===== src/rtl/divider_check_multiplier.sv =====
// Pipelined inverse of the restoring divider: rebuilds quotient*divisor+remainder
// with one shift-and-add stage per quotient bit, flagging remainder range and overflow.
module divider_check_multiplier #(
   parameter int unsigned DIVIDENDLEN = 16,
   parameter int unsigned DIVISORLEN  = 8
) (
   input  logic                   clk,
   input  logic                   rst_n,
   input  logic                   in_valid,
   output logic                   in_ready,
   input  logic [DIVIDENDLEN-1:0] quotient,
   input  logic [DIVISORLEN-1:0]  divisor,
   input  logic [DIVISORLEN-1:0]  remainder,
   output logic                   out_valid,
   input  logic                   out_ready,
   output logic [DIVIDENDLEN-1:0] dividend,
   output logic                   overflow,
   output logic                   rem_err
);

   localparam int unsigned DATAPATHLEN = DIVIDENDLEN + DIVISORLEN;
   localparam int unsigned LAST        = DIVIDENDLEN - 1;

   typedef struct packed {
      logic                   valid;
      logic [DATAPATHLEN-1:0] acc;
      logic [DIVIDENDLEN-1:0] qbits;
      logic [DIVISORLEN-1:0]  divisor;
      logic                   rem_err;
   } stage_t;

   stage_t stage_q [DIVIDENDLEN];
   stage_t stage_d [DIVIDENDLEN];
   logic   adv;

   // The whole pipe moves together, bubbles included, unless the output is held.
   assign adv      = !stage_q[LAST].valid | out_ready;
   assign in_ready = adv;

   always_comb begin
      stage_d = stage_q;
      if (adv) begin
         stage_d[0].valid   = in_valid;
         stage_d[0].acc     = DATAPATHLEN'(remainder)
                            + (quotient[0] ? DATAPATHLEN'(divisor) : DATAPATHLEN'(0));
         stage_d[0].qbits   = quotient >> 1;
         stage_d[0].divisor = divisor;
         stage_d[0].rem_err = (remainder >= divisor);
         // qbits is shifted right each stage, so bit 0 is always quotient[k] at stage k.
         for (int k = 1; k < int'(DIVIDENDLEN); k++) begin
            stage_d[k].valid   = stage_q[k-1].valid;
            stage_d[k].acc     = stage_q[k-1].acc
                               + (stage_q[k-1].qbits[0]
                                  ? (DATAPATHLEN'(stage_q[k-1].divisor) << k)
                                  : DATAPATHLEN'(0));
            stage_d[k].qbits   = stage_q[k-1].qbits >> 1;
            stage_d[k].divisor = stage_q[k-1].divisor;
            stage_d[k].rem_err = stage_q[k-1].rem_err;
         end
      end
   end

   always_ff @(posedge clk or negedge rst_n) begin
      if (!rst_n) begin
         for (int i = 0; i < int'(DIVIDENDLEN); i++) begin
            stage_q[i] <= '0;
         end
      end else begin
         stage_q <= stage_d;
      end
   end

   assign out_valid = stage_q[LAST].valid;
   assign dividend  = stage_q[LAST].acc[DIVIDENDLEN-1:0];
   assign overflow  = |stage_q[LAST].acc[DATAPATHLEN-1:DIVIDENDLEN];
   assign rem_err   = stage_q[LAST].rem_err;

endmodule


===== config.mk =====
export PLATFORM = sky130hd
export DESIGN_NAME = divider_check_multiplier
export DESIGN_NICKNAME = d
export VERILOG_FILES = /design/src/rtl/divider_check_multiplier.sv
export SDC_FILE = /design/constraint.sdc
export NUM_CORES = 1
export LEC_CHECK = 0
export BUFFER_PORTS_ARGS = -buffer_cell sky130_fd_sc_hd__buf_2
export CAP_MARGIN = 5
export CORE_UTILIZATION = 57
export CTS_CLUSTER_SIZE = 25
export DETAILED_ROUTE_END_ITERATION = 6
export PLACE_DENSITY = 0.73
export SLEW_MARGIN = 20
export SYNTH_ARGS = -nofsm -noshare
export SYNTH_HDL_FRONTEND = slang
export SYNTH_SLANG_ARGS = --single-unit

===== constraint.sdc =====
create_clock -name clk -period 2 [get_ports clk]
set_input_delay 0.6 -clock clk [delete_from_list [all_inputs] [get_ports clk]]
set_output_delay 0.6 -clock clk [all_outputs]
set_load 0.02 [all_outputs]

# Yosys cells after proc, flatten, opt, wreduce, memory -nomap -nowiden
# Cells that the tools add are included.
# totals
register_bits	656
input_bits	36
wordCells	114
# op_classes
addsub	16
order_cmp	1
mux	16
bitwise_logic	1
n_reduce_logical	2
# ops
cell	count
$add 24x10->24	1
$add 24x11->24	1
$add 24x12->24	1
$add 24x13->24	1
$add 24x14->24	1
$add 24x15->24	1
$add 24x16->24	1
$add 24x17->24	1
$add 24x18->24	1
$add 24x19->24	1
$add 24x20->24	1
$add 24x21->24	1
$add 24x22->24	1
$add 24x23->24	1
$add 24x9->24	1
$mux 23	1
$mux 22	1
$mux 21	1
$mux 20	1
$mux 19	1
$mux 18	1
$mux 17	1
$mux 16	1
$mux 15	1
other kinds (12)	12

# Depth between registers and ports, before layout
# Gate-level depths: netlist (run 1).
# logic_depth
ltp_word	2
ltp_mapped	8
depth_no_buf	8

# Worst setup path after synthesis (run 1)
# OpenSTA, ideal clock, no wires.
# synth_timing
path_kind	input -> register
startpoint	input divisor[0]
endpoint	register stage_q[783] in the netlist's numbering
arrival_ns	2.073
required_time_ns	1.867
setup_slack_ns	-0.206
cell_stages	8
path_buffers	0
path_cell_list	and2_1 -> ha_1 -> fa_1 -> a21o_1 -> a221oi_2 -> o21bai_1 -> a21oi_1 -> o21ai_0
# synth_via
elab_chain_cells	2
# synth_lines
element	line	rtl
from (decl)	12	input logic [DIVISORLEN-1:0] divisor,
$mux 8	45	+ (quotient[0] ? DATAPATHLEN'(divisor) : DATAPATHLEN'(0));
$add 8x8->9	45	
to (signal assigned)	69	stage_q <= stage_d;
to (decl)	32	stage_t stage_q [DIVIDENDLEN];
# Every way passes these cells.
# A chain may end at the register's enable or synchronous reset.

# Final worst setup path (run 1)
# layout_timing
startpoint	register stage_q[42] in the netlist's numbering
endpoint	output overflow
# layout_via
elab_chain_cells	1
# layout_lines
element	line	rtl
$reduce_or 8->1	75	assign overflow = |stage_q[LAST].acc[DATAPATHLEN-1:DIVIDENDLEN];
to (decl)	17	output logic overflow,
# Every way passes these cells.

==> results of run 1 <==
per-stage QoR:
step                util [%]  cell area [sq um]  hold slack, ns
floorplan                  -              25550          0.3044
global placement       62.62              27690          0.4418
detailed placement     62.62              27690          0.4512
CTS                    68.10              30120          0.1662
global route           70.23              31060          0.1893
finish                 70.23              31060          0.1961
critical path, stage by stage (launching register included):
cell	delay, ns
dfrtp_1	0.39
nor4_2	0.31
nand2_1	0.11
buf_6	0.14
final timing paths:
kind / startpoint / depth (start not counted) / endpoint / slack [ns]
setup reg to reg: stage_q[709]$_DFFE_PN0P_ / 8 / stage_q[683]$_DFFE_PN0P_ / -0.09
setup / recovery: stage_q[42]$_DFFE_PN0P_ / 3 / overflow / -0.14
hold / removal: quotient[13] / 3 / stage_q[771]$_DFFE_PN0P_ / 0.20
hold reg to reg: dividend[7]$_DFFE_PN0P_ / 2 / dividend[7]$_DFFE_PN0P_ / 0.46
max in group asynchronous: rst_n / 4 / stage_q[699]$_DFFE_PN0P_ / 0.82
min in group asynchronous: rst_n / 2 / stage_q[159]$_DFFE_PN0P_ / 0.44
power by group through the flow:
stage          Combinational [mW]  Sequential [mW]  Clock [mW]
3_5_place_dp                 16.7             18.9           0
4_1_cts                      17.7             18.8        10.9
6_report                     19.4             19.1        10.7
5_1_grt                      21.8             19.7        11.3
2_1_floorplan                11.8             18.1           0
3_3_place_gp                 16.0             18.7           0
registers in the layout (all words and copies together), names as in the netlist:
name,count
dividend,16
out_valid,1
rem_err,1
stage_q,518
timing repair:
action                                  in CTS  in global routing
hold endpoints to repair                    16                  0
hold buffers                                 1                  0
endpoints found under the setup margin      44                 62
buffers inserted                            18                 17
pin swaps                                   59                119
resized for setup                           78                145
logic make-up (layout without fill, tap and decap cells):
family / Yosys count / after routing / share of synthesized area, %
and+or+nand+nor: 1606 / 1606 / 25.38
DFF: 536 / 536 / 52.57
AOI/OAI and AO/OA: 332 / 332 / 8.695
buffers and inverters: 162 / 410 / 3.158
adders and majority gates: 152 / 152 / 7.925
xor gates and xnor gates: 66 / 66 / 2.266
final cells by class:
cell class / count / area (sq um)
fill: 3220 / 13160
clock buffer: 78 / 1645
tap: 592 / 740.7
inverter: 28 / 112.6
multi-input combinational: 2156 / 12490
timing repair buffer: 282 / 2390
sequential: 536 / 13410
clock inverter: 22 / 269.0
routing by layer:
| metal | share of wire, % | vias up | track usage (%) |
|---|---|---|---|
| li1 | - | 9603 | - |
| met1 | 43 | 9606 | 30.87 |
| met2 | 51 | 304 | 41.03 |
| met3 | 3.1 | 120 | 3.383 |
| met4 | 2.9 | 0 | 7.882 |
| met5 | 0 | - | 0 |
cell usage in the layout (no fill, tap or decap), types with 13 or more instances in the layout:
cell type,instances
a21o_1,31
a21oi_1,71
a21oi_2,22
and2_1,107
and2_4,21
buf_12,29
buf_2,52
buf_4,191
clkbuf_16,57
clkbuf_8,14
clkinv_2,13
dfrtp_1,535
fa_2,16
ha_1,80
ha_4,45
inv_1,26
nand2_1,1351
nand3_1,24
nor2_1,50
o21a_1,27
o21ai_0,56
o21ai_1,17
o31ai_1,24
xnor2_1,23
xor2_1,35
==> results.yml, run 1 <==
floorplanning:
  die_h_microns: 213.6
  die_w_microns: 213.6
  core_region_area_sq_um: 44220
  num_rows: 77
  ios: 56
  start_util_pct: 57.69
  dieArea_sq_um: 45610
power:
  power_switching_mw: 17.90
  switching_share_pct: 36.39
  p_clk_share_pct: 21.7
  power_density_nw_per_um2: 1584
  comb_power_share_pct: 39.5
  p_leak_nw: 16.05
  seqPwrFrac_pct: 38.8
  internal_power_mw: 31.29
  power.total_mw: 49.18
  ir_worst_vdd_mv: 0.9965
timing:
  finalSetupTns_ns: -0.4565
  slew_headroom_pct: 68.23
  finClkSkew_ns: 0.01539
  max_freq_mhz: 467.2
  setup_slack_ns: -0.1406
  worst_pin_slew_ns: 0.4766
  finalCriticalPeriod_ns: 2.141
  grt_setup_unrepaired: "true"
  finalSetupViolations: 9
  final.period_utilization_pct: 107.0
  drv_slew: 0
  hold_viol: 0
cells_and_area:
  fin_cells: 3694
  drive_gt1_share_pct: 18.44
  num_antenna_cells: 0
  syn_to_final_growth_pct: 21.74
  nets: 3247
place:
  dp.cells: 3559
  globalplace.congestion: 0.8724
  place_ws_ns: -0.3176
  hpwl_mm: 34.95
  port-buffer-count: 55
critical_path:
  crit_path_start_kind: "flop"
  crit_fanout: 2
  crit_required_ns: 1.40
  endpoint_kind: "output port"
  critPathArrivalTime_ns: 1.54
  critical_path_class: "reg2out"
job:
  max_cap_viol_count: 0
clock_tree:
  cts_buffer_depth: 3
  cts_tree: "built"
  cts.sinks: 536
  clk_pin_slew_ns: 0.06
  htreeDepth: 2
  clock_latency_ns: 0.60
  cts_buffers: 55
  cts_root_buf: "clkbuf_16"
synthesis:
  yosysMostFrequentCell: "nand2_1"
  synth-seq-cells: 536
  synth_fp_nets: 3042
  synth.largest_area_cell: "dfrtp_1"
  ys_top_cells_by_count: "nand2_1 (1,360), dfrtp_1 (536), ha_1 (136)"
  synthFlopType: "dfrtp_1"
  synth_area_leaders: "dfrtp_1 (53%), nand2_1 (20%), ha_1 (6.7%)"
  seq_area_frac_synth_pct: 52.57
  synth-async-reset-ratio_pct: 100.0
  synth_top_area_share_pct: 52.57
  avgSynthCellArea_sq_um: 8.939
  synthCells: 2854
  synth_edf_count: 0
  netlist-cell-type-count: 42
  syn_area_sq_um: 25510
  synth_warnings: 0
grt:
  antenna_found_initial: 0
  grt_pass1_vias: 19400
  grt_max_degree: 92
  track_usage_pct: 23.77
  grt_overflow: 0
  grt_pass1_wl_mm: 89.75
routing:
  wl_mm: 54.07
  drt_iter0_drc: 1308
  routedWlPerCell_microns: 14.64
  drc: 0
  ant_nets: 0
  routed_via_density: 5.315
  vias: 19630
  dr.pass1.iters: 5
min_path:
  hold_class: "in2reg"
status:
  violations: "negative setup slack"
  status: "finished with violations"
(Power assumes the default switching activity.)
==> run 2: changes to the inputs <==
CORE_UTILIZATION = 37   (was 57)
PLACE_DENSITY = 0.51   (was 0.73)
clock period = 1.75 ns   (was 2 ns; I/O delays follow)
==> run 2 against run 1 <==
The flow still finishes with violations (negative setup slack); register-to-register slack worse by 0.23 ns; die area rose by 53%; flip-flop and latch count did not move; non-clock buffer count grew 244; hold slack worse by 0.10 ns; clock skew decreased by 0.00072 ns; first-iteration DRC count down 29%; critical path depth did not move; sequential power up 14%; sequential share of layout area down 4.8 points; largest cell class is now multi-input combinational cells.
==> results.yml, run 2 (synthesized netlist as in run 1, its figures left out) <==
status:
  status: "finished with violations"
  violations: "negative setup slack"
cells_and_area:
  fillCellCount: 6254
  syn_to_final_growth_pct: 36.88
  final_common_cell: "nand2_1"
  mostFrequentLayoutCells: "nand2_1 (1,347), dfrtp_1 (532), buf_4 (377)"
  nets: 3496
  largest_register_ffs: 518
  final_area_sq_um: 34920
  drive_gt1_share_pct: 29.42
  regMostFlops: "stage_q"
  num_antenna_cells: 0
critical_path:
  critPathArrivalTime_ns: 1.57
  r2r-start: "stage_q[551]$_DFFE_PN0P_"
  critPathLaunch: "stage_q[43]$_DFFE_PN0P_"
  critical_path_class: "reg2out"
  endpoint_kind: "output port"
  r2r-end: "stage_q[538]$_DFFE_PN0P_"
  crit_path_start_kind: "flop"
  worstSetupEndpoint: "overflow"
  crit_required_ns: 1.22
  regToRegSetupSlack_ns: -0.32
  r2r_cells: 8
  crit_fanout: 2
place:
  hpwl_mm: 38.98
  port-buffer-count: 55
  place_ws_ns: -0.5405
  postPlaceCellArea_sq_um: 30080
  globalplace.congestion: 0.8123
timing:
  slew_headroom_pct: 62.21
  drv_slew: 0
  hold_viol: 0
  finClkSkew_ns: 0.01467
  fin_hold_ws_ns: 0.09366
  max_freq_mhz: 478.0
  worst_pin_slew_ns: 0.5668
  setup_slack_ns: -0.3422
  finalSetupViolations: 77
  finalCriticalPeriod_ns: 2.092
  grt_setup_unrepaired: "true"
  final.period_utilization_pct: 119.6
grt:
  grt_overflow: 0
  grt_pass1_vias: 20600
  track_usage_pct: 17.08
  grt_pass1_wl_mm: 100.8
  antenna_found_initial: 0
  grt_max_degree: 101
clock_tree:
  cts_root_buf: "clkbuf_16"
  cts_tree: "built"
  cts.sinks: 536
  clock_latency_ns: 0.63
  cts_buffers: 60
  clk_pin_slew_ns: 0.06
  htreeDepth: 2
  cts_buffer_depth: 3
power:
  power.total_mw: 63.27
  ir_worst_vdd_mv: 1.098
  p_leak_nw: 17.65
  power_density_nw_per_um2: 1812
routing:
  ant_nets: 0
  vias: 19850
  drt_iter0_drc: 924
  dr.pass1.iters: 4
  routedWlPerCell_microns: 13.94
  wl_mm: 58.99
  routed_via_density: 4.691
  drc: 0
floorplanning:
  core_region_area_sq_um: 67750
  start_util_pct: 37.65
  die_w_microns: 264.6
  dieArea_sq_um: 70010
  ios: 56
  die_h_microns: 264.6
  num_rows: 95
min_path:
  hold_class: "in2reg"
job:
  max_cap_viol_count: 0
==> run 2: worst min path at each step <==
stage | start | endpoint | slack, ns | cells past startpoint
finish | in_valid | stage_q[799]$_DFFE_PN0P_ | 0.09 | 3
CTS | quotient[8] | stage_q[766]$_DFFE_PN0P_ | 0.06 | 3
detailed placement | stage_q[58]$_DFFE_PN0P_ | stage_q[58]$_DFFE_PN0P_ | 0.45 | 2
global route | quotient[9] | stage_q[767]$_DFFE_PN0P_ | 0.08 | 3
floorplan | rst_n | dividend[0]$_DFFE_PN0P_ | 0.23 | 0
global placement | dividend[6]$_DFFE_PN0P_ | dividend[6]$_DFFE_PN0P_ | 0.44 | 2
==> run 2: metal layers <==
metal  vias to the layer above  part of all wire (%)  track usage [%]
met5                         -                     0                0
met2                       159                    48            28.31
li1                      10110                     -                -
met1                      9499                    48            23.38
met3                        78                   2.3            2.257
met4                         0                   2.2            4.840
==> run 2: critical path: stages (launching register included) <==
cell,delay (ns)
dfrtp_1,0.40
nor4_4,0.30
nand2_1,0.08
buf_2,0.16
==> run 2: what timing repair did <==
action	in CTS	in global routing
setup endpoints to repair	82	115
hold buffers	1	0
setup buffers	49	34
pin swaps	178	159
cloned	0	2
gates resized for setup	266	165
hold endpoints to repair	131	0
==> run 2: final cells by class <==
| class | count | area, sq um | area share (%) |
|---|---|---|---|
| Sequential cell | 536 | 13420 | 38.42 |
| Multi-Input combinational cell | 2156 | 13610 | 38.97 |
| Tap cell | 873 | 1092 | 3.128 |
| Inverter | 28 | 121.4 | 0.3475 |
| Timing Repair Buffer | 526 | 4567 | 13.08 |
| Clock inverter | 28 | 372.9 | 1.068 |
| Clock buffer | 84 | 1742 | 4.987 |
==> run 2: through the flow <==
step | std cells | utilization (%) | TNS, ns
4_1_cts | 4211 | 50.09 | -13.43
3_5_place_dp | 4051 | 44.39 | -18.86
5_1_grt | 4231 | 51.54 | -19.10
2_1_floorplan | 2854 | - | -4.350
6_report | 4231 | 51.54 | -12.43
3_3_place_gp | 4051 | 44.39 | -16.27
==> run 2: power breakdown <==
group / switching, mW / internal [mW] / total [mW]
Clock: 5.22 / 8.11 / 13.3
Combinational: 13.4 / 14.7 / 28.1
Sequential: 3.83 / 18.0 / 21.8
Total: 22.4 / 40.8 / 63.3
==> run 3: changes to the inputs <==
SKIP_LAST_GASP = 1   (was unset)
==> run 3 against run 2 <==
Critical endpoint unchanged; routed wire length about the same; final cell count hardly changed; largest power group unchanged; the run still ends with negative setup slack left; critical path type unchanged; global-route usage is essentially flat; highest routed layer unchanged.
==> results.yml, run 3 (synthesized netlist as in run 1, its figures left out) <==
job:
  max_cap_viol_count: 0
routing:
  routedWlPerCell_microns: 13.94
  drc: 0
  ant_nets: 0
  vias: 19840
  routed_via_density: 4.688
  drt_iter0_drc: 937
  wl_mm: 59.00
  dr.pass1.iters: 4
place:
  hpwl_mm: 38.98
  postPlaceCellArea_sq_um: 30080
  globalplace.congestion: 0.8123
  port-buffer-count: 55
status:
  status: "finished with violations"
  violations: "negative setup slack"
critical_path:
  endpoint_kind: "output port"
  r2r_cells: 8
  crit_path_start_kind: "flop"
  critical_path_class: "reg2out"
  max_stage_delay_ns: 0.40
  crit_chain: "nor4_4 -> nand2_1 -> buf_2"
  r2r-start: "stage_q[151]$_DFFE_PN0P_"
  crit_required_ns: 1.22
  r2r-end: "stage_q[146]$_DFFE_PN0P_"
  critPathArrivalTime_ns: 1.57
  crit_fanout: 2
  critPathLaunch: "stage_q[43]$_DFFE_PN0P_"
  regToRegSetupSlack_ns: -0.34
  crit_slowest_cell: "dfrtp_1"
floorplanning:
  num_rows: 95
  die_w_microns: 264.6
  die_h_microns: 264.6
  start_util_pct: 37.65
  dieArea_sq_um: 70010
  core_region_area_sq_um: 67750
  ios: 56
cells_and_area:
  final_area_sq_um: 34870
  finalCoreUtilization_pct: 51.47
  syn_to_final_growth_pct: 36.68
  multiInputGateArea_sq_um: 13570
  nets: 3498
  final_common_cell: "nand2_1"
  regMostFlops: "stage_q"
  ff_latch_area_sq_um: 13420
  fillCellCount: 6261
  num_antenna_cells: 0
  largest_register_ffs: 518
  drive_gt1_share_pct: 29.17
  mostFrequentLayoutCells: "nand2_1 (1,347), dfrtp_1 (532), buf_4 (386)"
grt:
  antenna_found_initial: 0
  track_usage_pct: 17.07
  grt_pass1_vias: 20590
  grt_overflow: 0
  grt_max_degree: 101
  grt_pass1_wl_mm: 100.8
timing:
  slew_headroom_pct: 62.21
  final.period_utilization_pct: 119.5
  drv_slew: 0
  finalCriticalPeriod_ns: 2.091
  setup_slack_ns: -0.3414
  grt_setup_unrepaired: "true"
  max_freq_mhz: 478.1
  finalSetupViolations: 78
  finClkSkew_ns: 0.01387
  worst_pin_slew_ns: 0.5669
  hold_viol: 0
clock_tree:
  clock_latency_ns: 0.63
  clk_pin_slew_ns: 0.06
  cts_buffers: 60
  cts_root_buf: "clkbuf_16"
  cts_tree: "built"
  htreeDepth: 2
  cts.sinks: 536
  cts_buffer_depth: 3
min_path:
  hold_class: "in2reg"
  holdPathEnd: "stage_q[799]$_DFFE_PN0P_"
  min_from: "in_valid"
  whs_path_depth: 3
power:
  ir_worst_vdd_mv: 1.094
  p_leak_nw: 17.63
  power_density_nw_per_um2: 1810
## run 3: changes by cell type in the layout (fill, tap and decap cells not counted), sizes merged
cell,previous run,this run
buf,523,525
## run 3: repair_timing
item	CTS	global route
hold buffers	1	0
endpoints found under the setup margin	82	115
pin swaps	176	175
gates resized for setup	245	164
buffers inserted	49	36
cloned	0	2
endpoints found under the hold margin	131	0
## run 3: metrics by stage
stage               instances  power [mW]  hold WS [ns]  TNS, ns  setup WS (ns)
floorplan                2854       34.72        0.2294   -4.350        -0.2482
global placement         4051       43.91        0.4443   -16.27        -0.5194
detailed placement       4051       44.60        0.4489   -18.86        -0.5405
CTS                      4211       61.79       0.06221   -13.72        -0.3976
global route             4233       68.20       0.08029   -20.42        -0.4784
finish                   4233       63.10       0.09501   -13.42        -0.3414
## run 3: worst max path at each step
stage | cells after the start | endpoint | slack (ns)
CTS | 3 | overflow | -0.40
floorplan | 8 | stage_q[783]$_DFFE_PN0P_ | -0.25
global route | 8 | stage_q[391]$_DFFE_PN0P_ | -0.48
global placement | 9 | stage_q[783]$_DFFE_PN0P_ | -0.52
finish | 3 | overflow | -0.34
detailed placement | 9 | stage_q[783]$_DFFE_PN0P_ | -0.54
## run 3: metal layers
| metal | track usage, % | vias up | wire (microns) |
|---|---|---|---|
| li1 | - | 10110 | - |
| met1 | 23.36 | 9489 | 28250 |
| met2 | 28.31 | 163 | 27980 |
| met3 | 2.257 | 80 | 1453 |
| met4 | 4.840 | 0 | 1311 |
| met5 | 0 | - | 0 |
## run 3: layout make-up
type	instances	share of cell area (%)
Clock buffer	84	4.995
Clock inverter	28	1.069
Inverter	28	0.3480
Multi-Input combinational cell	2156	38.92
Sequential cell	536	38.48
Tap cell	873	3.132
Timing Repair Buffer	528	13.05
## run 3: critical path, delay by kind of cell, from the launching register on
family,cells,cell delay (ns)
buffers and inverters,1,0.16
flip-flops,1,0.40
AND/OR/NAND/NOR,2,0.38
## run 3: where the power goes
group          internal, mW  total (mW)  leakage, nW  switching, mW
clock network          8.11        13.3         1.05           5.22
logic                  14.6        27.9         9.87           13.3
registers              18.0        21.8         6.71           3.83
